### src/rtl/sc_frame_sequencer_if.sv
// Stream + settings bundle for the Schmidl-Cox frame sequencer.
// The master drives samples/settings; the slave is the sequencer itself.
interface sc_frame_sequencer_if #(
    parameter int WIDTH = 32,
    parameter int CNT_W = 16
);
    logic               set_stb;
    logic [7:0]         set_addr;
    logic [31:0]        set_data;
    logic [WIDTH-1:0]   i_tdata;
    logic               i_ttrig;
    logic               i_tvalid;
    logic               i_tready;
    logic [WIDTH-1:0]   o_tdata;
    logic               o_tlast;
    logic               o_tvalid;
    logic               o_tready;
    logic               busy;
    logic [CNT_W-1:0]   frame_cnt;

    modport master (
        output set_stb, set_addr, set_data, i_tdata, i_ttrig, i_tvalid, o_tready,
        input  i_tready, o_tdata, o_tlast, o_tvalid, busy, frame_cnt
    );

    modport slave (
        input  set_stb, set_addr, set_data, i_tdata, i_ttrig, i_tvalid, o_tready,
        output i_tready, o_tdata, o_tlast, o_tvalid, busy, frame_cnt
    );
endinterface

### src/rtl/sc_frame_sequencer.sv
// Trigger-driven framer: skips an offset after a detector trigger, then gates
// the sample stream into frames separated by dropped cyclic-prefix gaps.
module sc_frame_sequencer #(
    parameter int SR_FRAME_LEN  = 16,
    parameter int SR_GAP_LEN    = 17,
    parameter int SR_OFFSET     = 18,
    parameter int SR_MAX_FRAMES = 19,
    parameter int WIDTH         = 32,
    parameter int CNT_W         = 16
) (
    input  logic                ce_clk,
    input  logic                ce_rst,
    sc_frame_sequencer_if.slave bus
);
    localparam logic [7:0]       A_FLEN = 8'(SR_FRAME_LEN);
    localparam logic [7:0]       A_GAP  = 8'(SR_GAP_LEN);
    localparam logic [7:0]       A_OFF  = 8'(SR_OFFSET);
    localparam logic [7:0]       A_MAX  = 8'(SR_MAX_FRAMES);
    localparam logic [CNT_W-1:0] ONE    = CNT_W'(1);

    typedef enum logic [1:0] {S_IDLE, S_OFFSET, S_FRAME, S_GAP} state_t;

    state_t           r_state;
    logic [CNT_W-1:0] r_sh_flen, r_sh_gap, r_sh_off, r_sh_max;
    logic [CNT_W-1:0] r_flen, r_gap, r_off, r_max;
    logic [CNT_W-1:0] r_cnt;
    logic [CNT_W-1:0] r_frame_cnt;

    logic             w_idle;
    logic [CNT_W-1:0] w_cfg_flen, w_cfg_gap, w_cfg_max;
    logic [CNT_W-1:0] w_flen_m1;
    logic             w_last;
    logic             w_pass;
    logic             w_beat;
    logic [CNT_W-1:0] w_fcnt, w_fcnt_p1, w_fcnt_sat;
    logic             w_stop;
    logic [CNT_W-1:0] w_set_val;
    logic [WIDTH-1:0] w_data;

    // While idle the trigger beat may itself be frame sample 0, so the frame
    // decisions must look at the shadow config that is about to be latched.
    assign w_idle     = (r_state == S_IDLE);
    assign w_cfg_flen = w_idle ? r_sh_flen : r_flen;
    assign w_cfg_gap  = w_idle ? r_sh_gap  : r_gap;
    assign w_cfg_max  = w_idle ? r_sh_max  : r_max;
    assign w_flen_m1  = (w_cfg_flen == '0) ? '0 : w_cfg_flen - ONE;
    assign w_last     = (r_cnt == w_flen_m1);

    assign w_pass = ce_rst & ((r_state == S_FRAME) |
                              (w_idle & bus.i_ttrig & (r_sh_off == '0)));

    assign w_data       = bus.i_tdata;
    assign bus.o_tdata  = w_data;
    assign bus.i_tready = w_pass ? bus.o_tready : 1'b1;
    assign bus.o_tvalid = w_pass & bus.i_tvalid;
    assign bus.o_tlast  = w_pass & bus.i_tvalid & w_last;
    assign bus.busy     = (r_state != S_IDLE);
    assign bus.frame_cnt = r_frame_cnt;

    assign w_beat     = bus.i_tvalid & bus.i_tready;
    assign w_fcnt     = w_idle ? '0 : r_frame_cnt;
    assign w_fcnt_p1  = w_fcnt + ONE;
    assign w_fcnt_sat = (&w_fcnt) ? w_fcnt : w_fcnt_p1;
    assign w_stop     = (w_cfg_max != '0) && (w_fcnt_p1 == w_cfg_max);
    assign w_set_val  = bus.set_data[CNT_W-1:0];

    always_ff @(posedge ce_clk or negedge ce_rst) begin
        if (!ce_rst) begin
            r_state     <= S_IDLE;
            r_sh_flen   <= CNT_W'(64);
            r_sh_gap    <= CNT_W'(16);
            r_sh_off    <= '0;
            r_sh_max    <= ONE;
            r_flen      <= '0;
            r_gap       <= '0;
            r_off       <= '0;
            r_max       <= '0;
            r_cnt       <= '0;
            r_frame_cnt <= '0;
        end else begin
            if (bus.set_stb) begin
                if (bus.set_addr == A_FLEN) r_sh_flen <= w_set_val;
                if (bus.set_addr == A_GAP)  r_sh_gap  <= w_set_val;
                if (bus.set_addr == A_OFF)  r_sh_off  <= w_set_val;
                if (bus.set_addr == A_MAX)  r_sh_max  <= w_set_val;
            end

            if (w_beat) begin
                if (w_idle && bus.i_ttrig) begin
                    r_flen      <= r_sh_flen;
                    r_gap       <= r_sh_gap;
                    r_off       <= r_sh_off;
                    r_max       <= r_sh_max;
                    r_frame_cnt <= '0;
                end

                if (w_pass) begin
                    // Passed beat: either mid-frame or the frame's final sample.
                    if (w_last) begin
                        r_frame_cnt <= w_fcnt_sat;
                        r_cnt       <= '0;
                        if (w_stop)
                            r_state <= S_IDLE;
                        else if (w_cfg_gap != '0)
                            r_state <= S_GAP;
                        else
                            r_state <= S_FRAME;
                    end else begin
                        r_cnt   <= r_cnt + ONE;
                        r_state <= S_FRAME;
                    end
                end else begin
                    case (r_state)
                        S_IDLE: begin
                            // Trigger beat with a non-zero offset is offset sample 1.
                            if (bus.i_ttrig) begin
                                if (r_sh_off == ONE) begin
                                    r_state <= S_FRAME;
                                    r_cnt   <= '0;
                                end else begin
                                    r_state <= S_OFFSET;
                                    r_cnt   <= ONE;
                                end
                            end
                        end
                        S_OFFSET: begin
                            if (r_cnt == r_off - ONE) begin
                                r_state <= S_FRAME;
                                r_cnt   <= '0;
                            end else begin
                                r_cnt <= r_cnt + ONE;
                            end
                        end
                        S_GAP: begin
                            if (r_cnt == r_gap - ONE) begin
                                r_state <= S_FRAME;
                                r_cnt   <= '0;
                            end else begin
                                r_cnt <= r_cnt + ONE;
                            end
                        end
                        default: r_state <= r_state;
                    endcase
                end
            end
        end
    end
endmodule

### src/flat_wrapper.sv
// flat-port wrapper written by rule: the top's interface ports become plain ports
module sc_frame_sequencer_flat 
#(
    parameter int SR_FRAME_LEN  = 16,
    parameter int SR_GAP_LEN    = 17,
    parameter int SR_OFFSET     = 18,
    parameter int SR_MAX_FRAMES = 19,
    parameter int WIDTH         = 32,
    parameter int CNT_W         = 16
)
  (ce_clk, ce_rst, bus_set_stb, bus_set_addr, bus_set_data, bus_i_tdata, bus_i_ttrig, bus_i_tvalid, bus_o_tready, bus_i_tready, bus_o_tdata, bus_o_tlast, bus_o_tvalid, bus_busy, bus_frame_cnt);
  sc_frame_sequencer_if #(.WIDTH(WIDTH), .CNT_W(CNT_W)) bus_i ();
  input  logic ce_clk;
  input  logic ce_rst;
  input wire logic [$bits(bus_i.set_stb)-1:0] bus_set_stb;
  input wire logic [$bits(bus_i.set_addr)-1:0] bus_set_addr;
  input wire logic [$bits(bus_i.set_data)-1:0] bus_set_data;
  input wire logic [$bits(bus_i.i_tdata)-1:0] bus_i_tdata;
  input wire logic [$bits(bus_i.i_ttrig)-1:0] bus_i_ttrig;
  input wire logic [$bits(bus_i.i_tvalid)-1:0] bus_i_tvalid;
  input wire logic [$bits(bus_i.o_tready)-1:0] bus_o_tready;
  output wire logic [$bits(bus_i.i_tready)-1:0] bus_i_tready;
  output wire logic [$bits(bus_i.o_tdata)-1:0] bus_o_tdata;
  output wire logic [$bits(bus_i.o_tlast)-1:0] bus_o_tlast;
  output wire logic [$bits(bus_i.o_tvalid)-1:0] bus_o_tvalid;
  output wire logic [$bits(bus_i.busy)-1:0] bus_busy;
  output wire logic [$bits(bus_i.frame_cnt)-1:0] bus_frame_cnt;
  assign bus_i.set_stb = bus_set_stb;
  assign bus_i.set_addr = bus_set_addr;
  assign bus_i.set_data = bus_set_data;
  assign bus_i.i_tdata = bus_i_tdata;
  assign bus_i.i_ttrig = bus_i_ttrig;
  assign bus_i.i_tvalid = bus_i_tvalid;
  assign bus_i.o_tready = bus_o_tready;
  assign bus_i_tready = bus_i.i_tready;
  assign bus_o_tdata = bus_i.o_tdata;
  assign bus_o_tlast = bus_i.o_tlast;
  assign bus_o_tvalid = bus_i.o_tvalid;
  assign bus_busy = bus_i.busy;
  assign bus_frame_cnt = bus_i.frame_cnt;
  sc_frame_sequencer #(.SR_FRAME_LEN(SR_FRAME_LEN), .SR_GAP_LEN(SR_GAP_LEN), .SR_OFFSET(SR_OFFSET), .SR_MAX_FRAMES(SR_MAX_FRAMES), .WIDTH(WIDTH), .CNT_W(CNT_W)) u_core (.ce_clk(ce_clk), .ce_rst(ce_rst), .bus(bus_i));
endmodule
### config.mk
export PLATFORM = sky130hd
export DESIGN_NAME = sc_frame_sequencer_flat
export DESIGN_NICKNAME = d
export VERILOG_FILES = /design/src/rtl/sc_frame_sequencer_if.sv /design/src/rtl/sc_frame_sequencer.sv /design/src/flat_wrapper.sv
export SDC_FILE = /design/constraint.sdc
export NUM_CORES = 1
export LEC_CHECK = 0
export ABC_AREA = 1
export BUFFER_PORTS_ARGS = -buffer_cell sky130_fd_sc_hd__buf_4
export CORE_MARGIN = 2
export CORE_UTILIZATION = 35
export DETAILED_ROUTE_END_ITERATION = 6
export GPL_ROUTABILITY_DRIVEN = 0
export HOLD_SLACK_MARGIN = 0.02
export SYNTH_ARGS = -nofsm -noshare
export SYNTH_HDL_FRONTEND = slang
export SYNTH_SLANG_ARGS = --single-unit
### constraint.sdc
create_clock -name ce_clk -period 5.17 [get_ports ce_clk]
set_input_delay 0.517 -clock ce_clk [delete_from_list [all_inputs] [get_ports ce_clk]]
set_output_delay 0.517 -clock ce_clk [all_outputs]
set_load 0.05 [all_outputs]
* Word level (Yosys, flattened, before mapping)
Cells that the tools add are included.
** Operators by class
- Add/sub/neg operators :: 5
- Equal/unequal tests :: 15
- Muxes and demuxes :: 26
- Bitwise gates (word level) :: 7
- Reductions and logical operators :: 17
** Operator list (count)
- 2-to-1 mux 16 bit :: 14
- == test 16 bit :: 4
- case mux 16 bit (3 select lines) :: 1
- subtractor 16 x 1 -> 16 bit, second input constant :: 3
- adder 16 x 1 -> 16 bit, second input constant :: 2
- == test 8 x 5 -> 1 bit, second input constant :: 4
- zero test 16 bit :: 2
- nonzero test 16 bit :: 2
- == test 16 x 1 -> 1 bit, second input constant :: 1
- AND reduction 16 bit :: 1
- 2-to-1 mux 2 bit :: 7
- AND reduction 2 bit :: 5
- AND 1 bit :: 6
- != test 3 x 1 -> 1 bit, second input constant :: 2
- case mux 2 bit (3 select lines) :: 1
- AND reduction 5 bit :: 1
- == test 2 bit, second input constant :: 2
- nonzero test 4 bit :: 1
- 2-to-1 mux 1 bit :: 3
- != test 3 bit, second input constant :: 1
- AND reduction 3 bit :: 1
- == test 2 x 1 -> 1 bit, second input constant :: 1
- logical AND 1 bit :: 2
- zero test 2 bit :: 1
- other kinds (2) :: 2
** Word-level totals
- Flip-flop bits (word level) :: 162
- Input port bits :: 78
- Output and inout bits :: 52
- Logic and storage cells :: 81

* Logic depth before layout (Yosys ltp)
Gate-level depths: netlist of run 1.
- Depth in word-level cells :: 8
- Gate-level depth with buffers :: 25
- Depth with buffers taken out :: 22

* Least setup slack after synthesis of run 1
No wires, ideal clock.
- Path kind :: reg-to-output
- From :: reg u_core.r_state[1]
- To :: out bus_o_tlast
- Arrival time :: 2986 ps
- Data required time :: 4653 ps
- Slack :: 1667 ps
- Stages on the path, launching flop included :: 20
- Buffers on the path :: 3
- Path through :: dfrtp_1 buf_6 nor2_4 buf_6 nand2_2 o21ai_2 ha_1 nand3_1 nor2_2 nand2_4 buf_6 nand3_1 nand2_1 nor2_2 nand2_1 nor2_1 nand3_2 nor2_2 nand2_1 nor2_1
** On the way
- Word-level cells in the longest chain between the ends :: 7
- Elaborated cells between the ends (all ways) :: 13
- Classes of those cells :: add/sub: 1; eq/ne: 2; mux: 2; bitwise: 6; reduce/logical: 2
** RTL lines
- from (decl) :: RTL line sc_frame_sequencer.sv:23 : state_t r_state;
- from (signal assigned) :: RTL line sc_frame_sequencer.sv:142 : default: r_state <= r_state;
- parallel branches: the longest is 6 deep, another holds subtractor 16 x 1 -> 16 bit
- AND 1 bit (*) :: RTL line sc_frame_sequencer.sv:56 : assign bus.o_tlast = w_pass & bus.i_tvalid & w_last;
- to (decl) :: RTL line flat_wrapper.sv:24 : output wire logic [$bits(bus_i.o_tlast)-1:0] bus_o_tlast;
Every way passes the cells marked *.

* Worst setup path in the final report of run 1
Same ends and word-level chain as after synthesis.

==> results of run 1 <==
-- repair_timing --
| item | 4_1_cts | 5_1_grt |
|---|---|---|
| hold buffers | 1 | 0 |
| buffers inserted | 0 | 0 |
| hold endpoints to repair | 31 | 0 |
| resized for setup | 0 | 0 |
-- flip-flops by register name, indices dropped and copies added, names as in the netlist, 16 cells and up --
name	cells
u_core.r_sh_flen	16
u_core.r_sh_max	16
u_core.r_sh_off	16
u_core.bus.frame_cnt	16
u_core.r_sh_gap	16
u_core.r_cnt	16
u_core.r_max	16
u_core.r_off	16
u_core.r_gap	16
u_core.r_flen	16
-- power groups by stage --
stage | Sequential (mW) | Combinational, mW | Clock (mW)
final | 1.64 | 3.28 | 1.30
after global routing | 1.67 | 3.72 | 1.37
after CTS | 1.63 | 3.27 | 1.32
after detailed placement | 1.66 | 3.26 | 0
after global placement | 1.65 | 3.22 | 0
after floorplan | 1.74 | 2.55 | 0
-- metrics by stage --
stage / hold slack, ps / area [µm²] / utilization
after CTS: 422 / 11900 / 0.388
after detailed placement: 446 / 11300 / 0.368
after global routing: 441 / 11900 / 0.388
final: 415 / 11900 / 0.388
after floorplan: 221 / 10900 / -
after global placement: 439 / 11300 / 0.368
-- per-layer routing --
metal	global-route usage	vias to the layer above	part of all wire
li1	-	4977	-
met1	0.268	4473	0.50
met2	0.273	269	0.43
met3	0.0264	48	0.051
met4	0.0648	0	0.025
met5	0	-	0
-- logic make-up (layout without fill, tap and decap cells) --
| kind of cell | Yosys count | after routing | synth area share |
|---|---|---|---|
| simple gates | 867 | 867 | 0.344 |
| buf+inv | 288 | 283 | 0.119 |
| compound gates | 181 | 181 | 0.0871 |
| flops | 162 | 162 | 0.371 |
| xor+xnor | 77 | 77 | 0.0617 |
| mux | 10 | 10 | 0.0103 |
| fa+ha+maj | 6 | 6 | 0.00687 |
-- cell usage in the layout (no fill, tap or decap), types with 20 or more instances in the layout --
master / instances
nand3_1: 124
nor2_1: 133
nand4_1: 40
o21ai_0: 143
inv_1: 189
nor3_1: 20
nand2_1: 487
buf_4: 54
dfrtp_1: 159
xor2_1: 64
-- worst max-delay path, cell delays in order, from the launching register on --
cell and delay [ps]:
dfrtp_1 480, nor2_4 620, buf_4 340, nand2_1 70, nand2_1 160, nor2_1 90, nand2_1 150, nor2_4 60
nand2_4 270, nand2_1 90, nand2_1 80, nand2_2 60, nor2_2 140, nand2_1 60, nor2_1 120, nand3_2 120
nor2_2 190, nand2_1 170, nor2_1 130, buf_4 210
-- worst min-delay path by stage --
stage | start | to | slack [ps]
finish | bus_set_data[0] | u_core.r_sh_max[0]$_DFFE_PN1P_ | 420
global route | bus_set_data[0] | u_core.r_sh_max[0]$_DFFE_PN1P_ | 440
CTS | bus_set_data[0] | u_core.r_sh_gap[0]$_DFFE_PN0P_ | 420
detailed placement | ce_rst | u_core.r_sh_gap[9]$_DFFE_PN0P_ | 450
global placement | ce_rst | u_core.r_sh_gap[9]$_DFFE_PN0P_ | 440
floorplan | ce_rst | u_core.bus.frame_cnt[0]$_DFFE_PN0P_ | 220
-- cell usage after synthesis --
master     count
o21ai_1        9
buf_2         13
xnor2_1       13
and3_1         2
clkbuf_1      35
mux2_2        10
clkinv_1       2
xor2_1        64
dfrtp_1      159
o31ai_1        1
nor3_1        20
o22ai_1        3
inv_1        189
nand3b_1       5
nor3b_1        1
nor2_4         4
nand2_4        2
buf_6          9
o2111ai_1      2
nand3_1      124
and2_1         1
o21ai_2        5
ha_1           6
inv_2          3
nand2_1      487
o41ai_2        1
nor2_2        10
buf_1          2
nor2_1       133
o21ai_0      143
nand2_2       17
buf_4         35
nor3_4         1
nand3_2        6
a21oi_1       16
nand4_1       40
nor4_1         9
dfstp_2        3
or2_2          5
o21bai_1       1
-- cell type report --
cell class | instances | share of cell area
clock inverters | 9 | 0.0114
well taps | 396 | 0.0416
flip-flops and latches | 162 | 0.341
multi-input cells | 1141 | 0.469
clock buffers | 23 | 0.0385
repair buffers | 57 | 0.0375
inverters | 194 | 0.0612
==> impl_metrics.csv, run 1 <==
group,metric,value,unit
power,ir_drop,0.282,mV
worst_setup_path,cp-end-kind,"output port",
yosys,yosysTopAreaCell,"dfrtp_1",
sta,fin_skew,6.85,ps
yosys,synth_top_area_frac,0.364,
sta,max_freq,218,MHz
yosys,syn_area,10900,µm²
floorplanning,die-area,32700,µm²
yosys,ys_seq_area_frac,0.371,
sta,layout_setup_ws,583,ps
sta,hold_viol_final,0,
worst_setup_path,critPathArrivalTime,4070,ps
layout,area_growth,8.89,%
detailed_routing,routed_wirelength,29.3,mm
clock_network,htreeDepth,4,
sta,setup_viol,0,
power,p_switching,2.96,mW
detailed_routing,drc,0,
outcome,status,"completed",
worst_setup_path,endpoint,"bus_o_tlast",
floorplanning,die_w,181,µm
yosys,yosysWarnings,0,
clock_network,clk_pin_slew_worst_paths,60,ps
yosys,synth_cells,1591,
detailed_routing,postRouteAntennaNets,0,
detailed_routing,drtIter0Drc,749,
yosys,synth_nets,1675,
worst_setup_path,crit_start,"u_core.r_state[1]$_DFFE_PN0P_",
clock_network,cts_tree,"done",
worst_setup_path,reg2reg_slack,1190,ps
layout,multi_input_area,5580,µm²
layout,fillers,3238,
floorplanning,start_util,0.356,
yosys,synth_cell_types,40,
layout,nets,1657,
yosys,synth-seq-cells,162,
place,dp_hpwl,22.2,mm
job,maxCapViolations,0,
sta,slew_headroom,0.364,
yosys,synth_area_leaders,"dfrtp_1 36%, nand2_1 17%, o21ai_0 6.5%",
global_route,grt_overflow,0,
layout,seq_area,4060,µm²
layout,num_antenna_cells,0,
detailed_routing,firstDrtPassIters,5,
layout,final_cells,1982,
sta,rsz0062_at_grt,"false",
clock_network,root_buffer,"clkbuf_16",
global_route,antenna_found_initial,0,
power,p_leak,5.93,nW
worst_setup_path,start_kind,"register",
global_route,grt_max_degree,132,
worst_setup_path,critical_path_class,"reg2out",
place,portBuffers,49,
power,power_frac_comb,0.527,
yosys,avgSynthCellArea,6.87,µm²
hold_path,hold_depth,3,
clock_network,cts_sinks,162,
floorplanning,io_pins,130,
worst_setup_path,required,4650,ps
power,seqPwrFrac,0.264,
clock_network,numCtsBuffers,17,
floorplanning,core-area,30700,µm²
floorplanning,fp.dieH,181,µm
power,swShare,0.477,
global_route,track_usage,0.183,
detailed_routing,post_drt_via_cell_ratio,4.93,
worst_setup_path,ff2ff_path_depth,10,
power,power.density,522,nW/µm²
detailed_routing,vias,9767,
place,dp.cells,1949,
sta,post-route-period-util,0.887,
clock_network,cts_buffer_depth,2,
power,finalPower,6.21,mW
worst_setup_path,critPathMaxFanout,34,
global_route,grt_pass1_wl,48.2,mm
sta,worst_pin_slew,951,ps
power,pwr-share-clk,0.209,
sta,setup_tns,0,ps
sta,period_minus_slack,4590,ps
worst_setup_path,timing.rr.start,"u_core.r_state[1]$_DFFE_PN0P_",
global_route,grt_pass1_vias,9023,
detailed_routing,routedWlPerCell,14.8,µm
clock_network,clock_latency,430,ps
sta,slew_viol_final,0,
layout,drive_above_1_share,0.0946,
place,place_ws,1030,ps
hold_path,hold_path_class,"in2reg",
power,p_int,3.25,mW
floorplanning,core.rowCount,64,
worst_setup_path,timing.rr.end,"u_core.r_off[11]$_DFFE_PN0P_",
(Power assumes the default switching activity.)
==> run 2: changes to the inputs <==
--- a/config.mk
+++ b/config.mk
@@ -7,11 +7,14 @@
 export LEC_CHECK = 0
 export ABC_AREA = 1
 export BUFFER_PORTS_ARGS = -buffer_cell sky130_fd_sc_hd__buf_4
+export CELL_PAD_IN_SITES_DETAIL_PLACEMENT = 0
+export CELL_PAD_IN_SITES_GLOBAL_PLACEMENT = 1
 export CORE_MARGIN = 2
-export CORE_UTILIZATION = 35
+export CORE_UTILIZATION = 43
 export DETAILED_ROUTE_END_ITERATION = 6
 export GPL_ROUTABILITY_DRIVEN = 0
 export HOLD_SLACK_MARGIN = 0.02
+export PLACE_DENSITY_LB_ADDON = 0.1
 export SYNTH_ARGS = -nofsm -noshare
 export SYNTH_HDL_FRONTEND = slang
 export SYNTH_SLANG_ARGS = --single-unit
==> constraint.sdc (replaced) <==
create_clock -name ce_clk -period 4.25 [get_ports ce_clk]
set_input_delay 0.425 -clock ce_clk [delete_from_list [all_inputs] [get_ports ce_clk]]
set_output_delay 0.425 -clock ce_clk [all_outputs]
set_load 0.05 [all_outputs]
==> run 2 against run 1 <==
Net effect: clock skew grew 9.5 ps; wire length grew 7.4%; critical path depth shrank 3; non-clock buffer count grew 8; largest power group unchanged.
==> impl_metrics.csv, run 2 (synthesized netlist as in run 1, its figures left out) <==
group,metric,value,unit
power,p_switching,3.84,mW
worst_setup_path,cp_top_family,"simple AND/OR/NAND/NOR gates",
worst_setup_path,cp_common_cell,"nand2_1",
sta,slew_headroom,0.358,
sta,period_minus_slack,3940,ps
sta,post-route-period-util,0.928,
place,dp_hpwl,23.3,mm
floorplanning,fp.dieH,163,µm
sta,hold_viol_final,0,
layout,final_common_cell,"nand2_1",
job,maxCapViolations,0,
layout,drive_above_1_share,0.104,
power,seqPwrFrac,0.259,
clock_network,cts_tree,"done",
global_route,grt_overflow,0,
power,power_frac_comb,0.536,
layout,area_growth,9.13,%
detailed_routing,routedWlPerCell,16.4,µm
floorplanning,die-area,26700,µm²
power,ir_drop,0.383,mV
floorplanning,io_pins,130,
worst_setup_path,crit_buf_inv,2,
place,portBuffers,49,
worst_setup_path,crit_chain,"inv_1, nand2_8, nand2_1, nand2_1, ha_1, nand3_2, xor2_1, nand3_1, nand2_1, nand3_1, nor2_1, nand3_2, nor2_2, nand2_1, nor2_1, buf_4",
layout,most-common-layout-cells,"487 x nand2_1, 189 x inv_1, 157 x dfrtp_1",
worst_setup_path,critPathArrivalTime,3520,ps
clock_network,numCtsBuffers,17,
worst_setup_path,required,3830,ps
detailed_routing,post_drt_via_cell_ratio,5.05,
floorplanning,start_util,0.437,
layout,postLayoutCellArea,11900,µm²
clock_network,cts_buffer_depth,2,
worst_setup_path,cpMaxStageDelayCell,"dfrtp_2",
floorplanning,core.rowCount,58,
global_route,grt_max_degree,144,
power,power.density,648,nW/µm²
detailed_routing,routed_wirelength,31.5,mm
detailed_routing,m1WireLength,16.0,mm
detailed_routing,drc,0,
place,placed_area,11300,µm²
global_route,grt_pass1_wl,50.6,mm
sta,rsz0062_at_grt,"false",
worst_setup_path,critical_path_class,"reg2out",
worst_setup_path,start_kind,"register",
worst_setup_path,cp-end-kind,"output port",
layout,final_cells,1924,
detailed_routing,drtIter0Drc,920,
layout,nets,1665,
floorplanning,die_w,163,µm
detailed_routing,highest_layer,"met4",
sta,setup_tns,0,ps
clock_network,clk_pin_slew_worst_paths,70,ps
detailed_routing,vias,9719,
clock_network,root_buffer,"clkbuf_16",
clock_network,clock_latency,430,ps
global_route,grt_pass1_vias,8928,
detailed_routing,wl_met2,13.4,mm
outcome,status,"completed",
floorplanning,core-area,25000,µm²
sta,slew_viol_final,0,
sta,max_freq,254,MHz
layout,fillers,2640,
clock_network,cts_sinks,162,
clock_network,htreeDepth,4,
worst_setup_path,slowest_delay,470,ps
global_route,antenna_found_initial,0,
power,swShare,0.496,
hold_path,hold_path_class,"in2reg",
sta,fin_skew,16.3,ps
power,p_int,3.89,mW
layout,num_antenna_cells,0,
detailed_routing,firstDrtPassIters,5,
sta,worst_pin_slew,963,ps
global_route,track_usage,0.245,
place,dp.cells,1889,
detailed_routing,postRouteAntennaNets,0,
power,finalPower,7.73,mW
layout,seq_area,4060,µm²
detailed_routing,met3_length,1.68,mm
worst_setup_path,critPathMaxFanout,21,
power,p_leak,5.98,nW
power,pwr-share-clk,0.205,
layout,multi_input_area,5610,µm²
sta,whs,343,ps
sta,setup_viol,0,
-- run 2: changes by cell type in the layout (fill, tap and decap cells not counted), sizes merged --
| cell | previous run | this run |
|---|---|---|
| clkinv | 7 | 9 |
| buf | 56 | 64 |
| bufinv | 3 | 0 |
| clkbuf | 23 | 18 |
| inv | 193 | 199 |
-- run 2: path summary, 6_finish.rpt --
kind,endpoint,startpoint,slack (ps),cells past startpoint
worst max register to register,u_core.r_max[0]$_DFFE_PN0P_,u_core.r_state[0]$_DFFE_PN0P_,670,12
worst max-delay path,bus_o_tlast,u_core.r_state[1]$_DFFE_PN0P_,310,16
worst min-delay path,u_core.r_sh_flen[14]$_DFFE_PN0P_,bus_set_data[14],340,3
min in group asynchronous,u_core.bus.frame_cnt[1]$_DFFE_PN0P_,ce_rst,410,2
max in group asynchronous,u_core.r_gap[15]$_DFFE_PN0P_,ce_rst,2690,3
worst min register to register,u_core.r_max[15]$_DFFE_PN0P_,u_core.r_max[15]$_DFFE_PN0P_,480,2
-- run 2: cell type report --
class	count	share of cell area
multi-input cells	1141	0.470
flip-flops and latches	162	0.340
inverters	194	0.0610
repair buffers	65	0.0435
clock buffers	18	0.0368
well taps	330	0.0346
clock inverters	14	0.0134
-- run 2: layer usage --
metal / vias up / GRT usage
li1: 5003 / -
met1: 4437 / 0.373
met2: 248 / 0.363
met3: 31 / 0.0401
met4: 0 / 0.0543
met5: - / 0
-- run 2: stage by stage --
stage / utilization / setup WS (ps)
floorplan: - / 839
global placement: 0.450 / 521
global route: 0.476 / 11.5
detailed placement: 0.450 / 484
finish: 0.476 / 306
CTS: 0.474 / 36.4
-- run 2: power groups by stage --
| stage | Sequential [mW] | Combinational (mW) | Clock, mW |
|---|---|---|---|
| finish | 2.00 | 4.15 | 1.58 |
| global route | 2.03 | 4.69 | 1.69 |
| CTS | 1.99 | 4.05 | 1.62 |
| detailed placement | 2.02 | 4.03 | 0 |
| global placement | 2.02 | 4.01 | 0 |
| floorplan | 2.11 | 3.11 | 0 |
-- run 2: repair_timing --
item / in CTS / in global routing
endpoints found under the hold margin: 19 / 0
setup endpoints to repair: 0 / 1
hold buffers: 1 / 0
gates resized for setup: 0 / 6
buffers inserted: 0 / 2
-- run 2: tightest hold or removal path, cell delays in order --
cell and delay (ps):
buf_4 80, inv_1 80, o21ai_0 160
==> run 3: changes to the inputs <==
==> constraint.sdc (replaced) <==
create_clock -name ce_clk -period 4.25 [get_ports ce_clk]
set_input_delay 0.85 -clock ce_clk [delete_from_list [all_inputs] [get_ports ce_clk]]
set_output_delay 0.85 -clock ce_clk [all_outputs]
set_load 0.05 [all_outputs]
==> run 3 against run 2 <==
Net effect: non-clock buffer count up 21; clock skew up 1.4 ps; largest power group unchanged; global-route usage down 0.13 points; cell count up 1.2%; via count up 0.92%; sequential share of layout area down 0.77 points.
==> impl_metrics.csv, run 3 (synthesized netlist as in run 1, its figures left out) <==
group,metric,value,unit
sta,fin_skew,17.8,ps
detailed_routing,firstDrtPassIters,5,
layout,drive_above_1_share,0.125,
global_route,grt_max_degree,137,
worst_setup_path,timing.rr.end,"u_core.bus.frame_cnt[5]$_DFFE_PN0P_",
floorplanning,die_w,163,µm
worst_setup_path,start_kind,"register",
place,dp_hpwl,23.3,mm
layout,utilization,0.488,
sta,slew_headroom,0.371,
global_route,track_usage,0.244,
worst_setup_path,endpoint,"bus_o_tlast",
sta,hold_viol_final,0,
sta,setup_viol,0,
floorplanning,start_util,0.437,
sta,period_minus_slack,4120,ps
layout,fillers,2568,
layout,num_antenna_cells,0,
clock_network,cts_tree,"done",
global_route,grt_overflow,0,
sta,setup_tns,0,ps
detailed_routing,postRouteAntennaNets,0,
worst_setup_path,cp-end-kind,"output port",
layout,most-common-layout-cells,"480 x nand2_1, 189 x inv_1, 157 x dfrtp_1",
detailed_routing,vias,9808,
worst_setup_path,required,3400,ps
job,maxCapViolations,0,
floorplanning,io_pins,130,
power,ir_drop,0.327,mV
clock_network,numCtsBuffers,17,
sta,post-route-period-util,0.970,
place,portBuffers,49,
floorplanning,core.rowCount,58,
sta,layout_setup_ws,128,ps
power,p_leak,6.12,nW
clock_network,clock_latency,440,ps
clock_network,cts_sinks,162,
global_route,antenna_found_initial,0,
worst_setup_path,critical_path_class,"reg2out",
detailed_routing,drc,0,
clock_network,clk_pin_slew_worst_paths,80,ps
hold_path,hold_path_class,"in2async",
floorplanning,core-area,25000,µm²
sta,max_freq,243,MHz
worst_setup_path,ff2ff_path_depth,18,
worst_setup_path,critPathMaxFanout,8,
layout,final_common_cell,"nand2_1",
layout,postLayoutCellArea,12200,µm²
outcome,status,"completed",
worst_setup_path,crit_start,"u_core.r_state[1]$_DFFE_PN0P_",
place,placed_area,11300,µm²
clock_network,htreeDepth,4,
clock_network,root_buffer,"clkbuf_16",
sta,slew_viol_final,0,
worst_setup_path,reg2reg_slack,800,ps
worst_setup_path,timing.rr.start,"u_core.r_state[1]$_DFFE_PN0P_",
detailed_routing,drtIter0Drc,905,
worst_setup_path,critPathArrivalTime,3270,ps
detailed_routing,post_drt_via_cell_ratio,5.03,
power,finalPower,8.10,mW
global_route,grt_pass1_vias,8929,
floorplanning,die-area,26700,µm²
sta,worst_pin_slew,941,ps
floorplanning,fp.dieH,163,µm
power,power.density,664,nW/µm²
detailed_routing,routed_wirelength,31.7,mm
layout,area_growth,11.7,%
clock_network,cts_buffer_depth,2,
place,place_ws,129,ps
detailed_routing,routedWlPerCell,16.3,µm
layout,nets,1689,
global_route,grt_pass1_wl,50.3,mm
==> run 3: changes by cell type in the layout (fill, tap and decap cells not counted), moves of 2 or more <==
cell	before	now
nor2_4	5	7
nand3_1	124	122
nand2_1	487	480
buf_4	61	78
inv_6	4	2
nand2_4	2	6
nand2_2	15	21
nand3_2	6	8
nor2_1	133	130
buf_6	1	4
inv_8	3	6
==> run 3: where the power goes <==
group	internal, mW	total [mW]	switching, mW
sequential	1.75	1.99	0.238
combinational	1.56	4.54	2.99
clock	0.793	1.57	0.778
total	4.10	8.10	4.00
==> run 3: critical path, cell delays in order (launching register included) <==
cell,delay [ps]
dfrtp_2,450
nor2_4,240
buf_12,160
nand2_2,60
o21ai_4,80
ha_2,210
nand3_2,90
nor2_4,310
nand2_8,110
nand3_2,80
nand2_2,60
nor2_2,120
nand2_1,80
nor2_2,170
nand3_2,130
nor2_4,150
nand2_4,70
nor2_4,90
buf_8,150
==> run 3: area by class of cell <==
type | count | area, µm² | area share
inverter | 194 | 728 | 0.0597
sequential | 162 | 4060 | 0.333
multi-input combinational | 1144 | 5710 | 0.468
clock buffer | 18 | 429 | 0.0352
tap | 330 | 413 | 0.0338
timing repair buffer | 86 | 706 | 0.0578
clock inverter | 14 | 159 | 0.0130
==> run 3: how the worst min path moves through the flow <==
| stage | end | slack (ps) |
|---|---|---|
| after floorplan | u_core.r_max[10]$_DFFE_PN0P_ | 450 |
| after global placement | u_core.r_max[15]$_DFFE_PN0P_ | 460 |
| after detailed placement | u_core.r_max[3]$_DFFE_PN0P_ | 470 |
| after CTS | u_core.bus.frame_cnt[2]$_DFFE_PN0P_ | 300 |
| after global routing | u_core.bus.frame_cnt[2]$_DFFE_PN0P_ | 310 |
| final | u_core.r_state[0]$_DFFE_PN0P_ | 300 |
==> run 3: timing repair <==
item | 4_1_cts | 5_1_grt
pin swaps | 1 | 13
cloned | 0 | 3
buffers inserted | 5 | 15
setup endpoints to repair | 1 | 1
resized for setup | 7 | 23
hold buffers | 0 | 0
==> run 3: metal layers <==
| metal | global-route usage | up-vias | part of all wire |
|---|---|---|---|
| li1 | - | 5055 | - |
| met1 | 0.374 | 4470 | 0.51 |
| met2 | 0.364 | 248 | 0.42 |
| met3 | 0.0300 | 35 | 0.049 |
| met4 | 0.0551 | 0 | 0.013 |
| met5 | 0 | - | 0 |
==> run 3: through the flow <==
| stage | hold slack (ps) | instances |
|---|---|---|
| CTS | 299 | 1930 |
| detailed placement | 469 | 1893 |
| global route | 306 | 1948 |
| floorplan | 448 | 1591 |
| global placement | 461 | 1893 |
| finish | 297 | 1948 |
